File: src/rtl/mult_div_pkg.sv
// mult_div_pkg: op encodings, FSM states and iteration count for mult_div_unit
package mult_div_pkg;
    localparam logic [1:0] OP_MULT  = 2'b00;
    localparam logic [1:0] OP_DIV   = 2'b01;
    localparam logic [1:0] OP_MULTU = 2'b10;
    localparam logic [1:0] OP_DIVU  = 2'b11;
    localparam int ITER_CNT = 32;
    typedef enum logic [1:0] {IDLE, RUN, DONE} state_t;
endpackage

File: src/rtl/mult_div_step.sv
// mult_div_step: one combinational Booth (mult) or restoring-divide iteration
// Ports: i_is_div selects divide; i_acc/i_q/i_qm1 current {Acc,Q,Q_-1};
// i_m multiplicand or divisor magnitude; o_acc/o_q/o_qm1 next iteration state.
module mult_div_step
    import mult_div_pkg::*;
#(
    parameter int WIDTH = 32
) (
    input  logic             i_is_div,
    input  logic [WIDTH:0]   i_acc,
    input  logic [WIDTH-1:0] i_q,
    input  logic             i_qm1,
    input  logic [WIDTH:0]   i_m,
    output logic [WIDTH:0]   o_acc,
    output logic [WIDTH-1:0] o_q,
    output logic             o_qm1
);
    logic [WIDTH:0] w_sum;
    logic [WIDTH:0] w_rsh;
    logic [WIDTH:0] w_diff;
    logic           w_ge;
    always_comb begin
        w_sum  = ({i_q[0], i_qm1} == 2'b01) ? i_acc + i_m :
                 ({i_q[0], i_qm1} == 2'b10) ? i_acc - i_m : i_acc;
        // Partial remainder stays below the divisor (<= 2^31), so bit WIDTH of the difference is its sign.
        w_rsh  = {i_acc[WIDTH-1:0], i_q[WIDTH-1]};
        w_diff = w_rsh - i_m;
        w_ge   = !w_diff[WIDTH];
        o_acc  = i_is_div ? (w_ge ? w_diff : w_rsh) : {w_sum[WIDTH], w_sum[WIDTH:1]};
        o_q    = i_is_div ? {i_q[WIDTH-2:0], w_ge} : {w_sum[0], i_q[WIDTH-1:1]};
        o_qm1  = i_is_div ? i_qm1 : i_q[0];
    end
endmodule

File: src/rtl/mult_div_unit.sv
// mult_div_unit: iterative 32-bit Booth multiply / restoring divide feeding HI/LO
// Ports: clk; reset (sync, active-low); start; op[0] div, op[1] unsigned;
// a_in/b_in operands; busy; done (HI/LO write); div_zero; hi_out/lo_out.
// Optional: MULT_DIV_UNSIGNED_EN enables MULTU/DIVU via op[1].
module mult_div_unit
    import mult_div_pkg::*;
#(
    parameter int WIDTH   = 32,
    parameter int COUNT_W = 6
) (
    input  logic             clk,
    input  logic             reset,
    input  logic             start,
    input  logic [1:0]       op,
    input  logic [WIDTH-1:0] a_in,
    input  logic [WIDTH-1:0] b_in,
    output logic             busy,
    output logic             done,
    output logic             div_zero,
    output logic [WIDTH-1:0] hi_out,
    output logic [WIDTH-1:0] lo_out
);
    state_t               r_state;
    state_t               w_state_n;
    logic [COUNT_W-1:0]   r_cnt;
    logic [WIDTH:0]       r_acc;
    logic [WIDTH-1:0]     r_q;
    logic                 r_qm1;
    logic [WIDTH:0]       r_m;
    logic                 r_is_div;
    logic                 r_dz;
    logic                 r_neg_q;
    logic                 r_neg_r;
    logic                 r_fix;
    logic [WIDTH:0]       w_acc_n;
    logic [WIDTH-1:0]     w_q_n;
    logic                 w_qm1_n;
    logic                 w_uns;
    logic                 w_go;
    logic                 w_dz_in;
    logic                 w_last;
    logic                 w_a_neg;
    logic                 w_b_neg;
    logic [WIDTH-1:0]     w_a_mag;
    logic [WIDTH-1:0]     w_b_mag;
    logic [WIDTH-1:0]     w_hi;
    logic [WIDTH-1:0]     w_lo;

    mult_div_step #(.WIDTH(WIDTH)) u_step (
        .i_is_div (r_is_div),
        .i_acc    (r_acc),
        .i_q      (r_q),
        .i_qm1    (r_qm1),
        .i_m      (r_m),
        .o_acc    (w_acc_n),
        .o_q      (w_q_n),
        .o_qm1    (w_qm1_n)
    );

    always_comb begin
`ifdef MULT_DIV_UNSIGNED_EN
        w_uns = op[1];
`else
        w_uns = op[1] & 1'b0;
`endif
        w_go      = start && (r_state != RUN);
        w_dz_in   = op[0] && (b_in == '0);
        w_last    = (r_state == RUN) && (r_cnt == COUNT_W'(ITER_CNT - 1));
        w_state_n = w_go ? (w_dz_in ? DONE : RUN) : w_last ? DONE : (r_state == DONE) ? IDLE : r_state;
        w_a_neg   = !w_uns && a_in[WIDTH-1];
        w_b_neg   = !w_uns && b_in[WIDTH-1];
        w_a_mag   = w_a_neg ? -a_in : a_in;
        w_b_mag   = w_b_neg ? -b_in : b_in;
        // Booth treats the multiplier as signed; an unsigned multiplier with its MSB set needs M added into HI.
        w_hi      = r_is_div ? (r_neg_r ? -w_acc_n[WIDTH-1:0] : w_acc_n[WIDTH-1:0])
                             : w_acc_n[WIDTH-1:0] + (r_fix ? r_m[WIDTH-1:0] : '0);
        w_lo      = (r_is_div && r_neg_q) ? -w_q_n : w_q_n;
        busy      = (r_state == RUN);
        done      = (r_state == DONE);
        div_zero  = (r_state == DONE) && r_dz;
    end

    always_ff @(posedge clk) begin
        if (!reset) r_state <= IDLE;
        else r_state <= w_state_n;
    end

    always_ff @(posedge clk) begin
        if (!reset) begin
            r_cnt    <= '0;
            r_acc    <= '0;
            r_q      <= '0;
            r_qm1    <= 1'b0;
            r_m      <= '0;
            r_is_div <= 1'b0;
            r_dz     <= 1'b0;
            r_neg_q  <= 1'b0;
            r_neg_r  <= 1'b0;
            r_fix    <= 1'b0;
            hi_out   <= '0;
            lo_out   <= '0;
        end else if (w_go) begin
            r_cnt    <= '0;
            r_acc    <= '0;
            r_q      <= op[0] ? w_a_mag : b_in;
            r_qm1    <= 1'b0;
            r_m      <= op[0] ? {1'b0, w_b_mag} : {w_a_neg, a_in};
            r_is_div <= op[0];
            r_dz     <= w_dz_in;
            r_neg_q  <= w_a_neg ^ w_b_neg;
            r_neg_r  <= w_a_neg;
            r_fix    <= w_uns && b_in[WIDTH-1];
        end else if (r_state == RUN) begin
            r_cnt <= r_cnt + 1'b1;
            r_acc <= w_acc_n;
            r_q   <= w_q_n;
            r_qm1 <= w_qm1_n;
            if (w_last) begin
                hi_out <= w_hi;
                lo_out <= w_lo;
            end
        end
    end
endmodule

File: config.mk
export PLATFORM = sky130hd
export DESIGN_NAME = mult_div_unit
export DESIGN_NICKNAME = d
export VERILOG_FILES = /design/src/rtl/mult_div_pkg.sv /design/src/rtl/mult_div_step.sv /design/src/rtl/mult_div_unit.sv
export SDC_FILE = /design/constraint.sdc
export NUM_CORES = 1
export LEC_CHECK = 0
export CELL_PAD_IN_SITES_DETAIL_PLACEMENT = 1
export CELL_PAD_IN_SITES_GLOBAL_PLACEMENT = 1
export CORE_MARGIN = 4
export CORE_UTILIZATION = 40
export CTS_CLUSTER_SIZE = 40
export DETAILED_ROUTE_END_ITERATION = 10
export PLACE_DENSITY = 0.79
export REMOVE_ABC_BUFFERS = 1
export SLEW_MARGIN = 20
export SYNTH_ARGS = -nofsm -noshare
export SYNTH_HDL_FRONTEND = slang
export SYNTH_SLANG_ARGS = --single-unit
File: constraint.sdc
create_clock -name clk -period 6.9 [get_ports clk]
set_input_delay 1.38 -clock clk [delete_from_list [all_inputs] [get_ports clk]]
set_output_delay 1.38 -clock clk [all_outputs]
set_load 0.05 [all_outputs]
==> reports/results.tsv <==
stage	metric	value	unit
finish	antennaDiodeCount	0	
worst_setup_path	r2r_start	r_m[17]$_SDFFE_PN0P_	
die	rows	76	
timing	period_minus_slack	5660	ps
worst_setup_path	worstSetupPathType	reg2reg	
synthesis	synthMuxAreaShare	0.0336	
global_route	grt_usage	0.301	
timing	finalHoldViolations	0	
route	drt_first_iter_violations	1524	
clocking	clk_latency	510	ps
synthesis	synth.cell_area	0.0175	sq mm
pwr	leakage	7.48	nW
worst_hold_path	holdCritStartpoint	lo_out[27]$_SDFFE_PN0P_	
timing	clock.fmax	177	MHz
finish	nets	2641	
timing	slew_headroom	0.305	
timing	fin_crit_sh	0.820	
synthesis	postSynthAreaPerCell	7.17	sq um
route	dr.pass1.iters	6	
clocking	clk_path_buf_depth	2	
global_route	overflow	0	
global_route	grt_pass1_vias	19500	
route	ant_nets	0	
synthesis	synth_warnings	0	
clocking	cts_tree	done	
placed_design	io_buffers	134	
die	coreArea	0.0432	sq mm
global_route	grt_max_degree	87	
timing	clock-skew-final	17.5	ps
synthesis	ys_seq_elements	175	
route	drt-vias-per-instance	6.28	
timing	fin_hold_ws	452	ps
die	die-area	0.0471	sq mm
finish	area_delta_synth_final	13.6	%
route	drc	0	
worst_setup_path	cp_max_fo	10	
route	route.vias.total	19200	
clocking	cts-root-buf	clkbuf_16	
synthesis	synth_top_family_by_area	compound AO/OA/AOI/OAI gates	
worst_hold_path	worstHoldPathType	reg2reg	
synthesis	synthAdderAreaFrac	0.0764	
timing	setup_violations	0	
pwr	p_total	4.06	mW
finish	nFillCells	5507	
worst_setup_path	r2r_cells	20	
global_route	grt_pass1_wl	113000	um
worst_setup_path	r2r_slack	1240	ps
timing	rsz0062_at_grt	no	
finish	ff_latch_area	0.00351	sq mm
worst_hold_path	hold-path-endpoint	lo_out[27]$_SDFFE_PN0P_	
job	drv_cap	0	
global_route	antenna_found_initial	0	
synthesis	synth-xor-area-share	0.0887	
clocking	post_cts_buffers	0	
die	num_io_pins	136	
die	die_h	217	um
route	routed_wl	71900	um
timing	worst_pin_slew	1040	ps
pwr	p_per_area	204	mW/mm^2
die	die_x	217	um
synthesis	ys.flop_type	dfxtp_1	
placed_design	hpwl	54200	um
synthesis	async_flop_share	0	
placed_design	gp_congestion	0.997	
synthesis	synth_compound_area_frac	0.319	
clocking	clkTransAtPathRegs	70	ps
route	wl_per_cell	23.5	um
synthesis	seq_area_frac_synth	0.200	
synthesis	synthCells	2438	
finish	drive_above_1_share	0.0544	
worst_hold_path	worstHoldPathCells	2	
clocking	numClockSinks	175	
synthesis	synth_edf_count	0	
synthesis	netlist-cell-type-count	92	
worst_setup_path	worst_ep_arrival_time	6090	ps
clocking	cts.htree.levels	4	
synthesis	synth-simple-area-share	0.227	
finish	multiInputGateArea	0.0130	sq mm
worst_setup_path	end_kind	register	
worst_setup_path	crit_required	7340	ps
worst_setup_path	timing.rr.end	lo_out[24]$_SDFFE_PN0P_	
die	start_util	0.405	
worst_setup_path	crit_path_start_kind	register	
finish	fin_util	0.460	
pwr	vdd_ir_drop_max	0.000245	V
timing	finalMaxSlewViolations	0	
clocking	cts_resized	0	
clocking	cts_buffers	17	
clocking	hold_buffers	0	
outcome	status	complete, no violations	
layer usage:
metal / vias to the layer above / part of all wire / global-route usage
met3: 112 / 0.068 / 0.0490
met2: 619 / 0.46 / 0.486
met5: - / 0 / 0
met1: 9546 / 0.45 / 0.410
li1: 8971 / - / -
met4: 0 / 0.028 / 0.0973
placed cells by master, fill, tap and decap left out, drive strengths merged, types with 53 or more instances in the layout:
cell type | synthesis | routed
nor2 | 275 | 275
a21oi | 236 | 236
nand2 | 227 | 227
dfxtp | 175 | 175
a211oi | 167 | 167
o21ai | 155 | 155
clkdlybuf4s50 | 0 | 133
ha | 102 | 102
inv | 87 | 91
xor2 | 90 | 90
xnor2 | 87 | 87
nor3 | 56 | 56
mux2i | 53 | 53
power breakdown:
part / switching [mW] / internal, mW / total [mW]
Combinational: 1.20 / 0.671 / 1.87
Sequential: 0.0859 / 1.06 / 1.14
Clock: 0.491 / 0.552 / 1.04
synth_stat cells (all sizes together), types with 26 or more instances:
| cell type | count | area [sq um] |
|---|---|---|
| a31oi | 31 | 194 |
| clkbuf | 140 | 526 |
| nand2 | 227 | 852 |
| nor2 | 275 | 1030 |
| dfxtp | 175 | 3500 |
| inv | 87 | 327 |
| o31ai | 43 | 328 |
| mux2i | 53 | 531 |
| nand3 | 50 | 260 |
| nor2b | 29 | 181 |
| a211oi | 167 | 1270 |
| xnor2 | 87 | 762 |
| o21ai | 155 | 783 |
| a21oi | 236 | 1190 |
| ha | 102 | 1280 |
| a21o | 26 | 195 |
| nor3 | 56 | 292 |
| xor2 | 90 | 788 |
worst max-delay path by stage:
stage / from / cells past startpoint / slack (ps) / to
6_report: r_m[17]$_SDFFE_PN0P_ / 20 / 1240 / lo_out[24]$_SDFFE_PN0P_
5_1_grt: r_q[31]$_SDFFE_PN0P_ / 21 / 810 / hi_out[24]$_SDFFE_PN0P_
4_1_cts: r_m[17]$_SDFFE_PN0P_ / 20 / 1300 / lo_out[24]$_SDFFE_PN0P_
3_5_place_dp: a_in[1] / 15 / 1120 / r_q[28]$_SDFFE_PN0P_
3_3_place_gp: a_in[1] / 15 / 1220 / r_q[28]$_SDFFE_PN0P_
2_1_floorplan: r_state[1]$_SDFFE_PN0P_ / 7 / -610 / hi_out[14]$_SDFFE_PN0P_
metrics by stage:
step | TNS [ps] | instance area (sq um) | setup WS (ps) | std cells
after global routing | 0 | 19900 | 812 | 3065
after detailed placement | 0 | 19300 | 1120 | 3033
after global placement | 0 | 19300 | 1220 | 3033
final | 0 | 19900 | 1240 | 3065
after floorplan | -4830 | 16900 | -613 | 2274
after CTS | 0 | 19900 | 1300 | 3065
sequential cells by signal, summed over array words and instances (netlist names):
signal and flops:
r_state 2, r_dz 1, lo_out 32, r_acc 33, hi_out 32, r_m 33
r_cnt 6, r_is_div 1, r_qm1 1, r_q 32, r_neg_r 1, r_neg_q 1
logic make-up (layout without fill, tap and decap cells):
logic type,after synthesis,after routing
XOR/XNOR,177,177
flip-flops,175,175
AO/OA/AOI/OAI,842,842
buffers and inverters,252,294
AND/OR/NAND/NOR,829,829
multiplexers,58,58
adder cells (fa/ha/maj),105,105
worst max-delay path, cell delays in order, from the launching register on:
cell	delay, ps
dfxtp_1	450
inv_1	130
ha_1	370
a21oi_1	350
o21ai_1	150
a21o_1	240
a2111oi_4	700
nand3_2	420
a31oi_1	300
buf_4	190
ha_1	210
nand4_1	200
or2_2	390
nand2b_1	190
nor2_1	280
and2_1	280
a21boi_0	130
xnor2_1	150
a211oi_1	270
a21oi_1	70
nor2_1	100
area by class of cell:
cell class / instances / share of cell area
flip-flops and latches: 175 / 0.177
well taps: 585 / 0.0368
multi-input cells: 2011 / 0.657
repair buffers: 174 / 0.0831
clock inverters: 12 / 0.00762
inverters: 88 / 0.0168
clock buffers: 20 / 0.0225
Note: power is estimated with default switching activity, not from simulation.
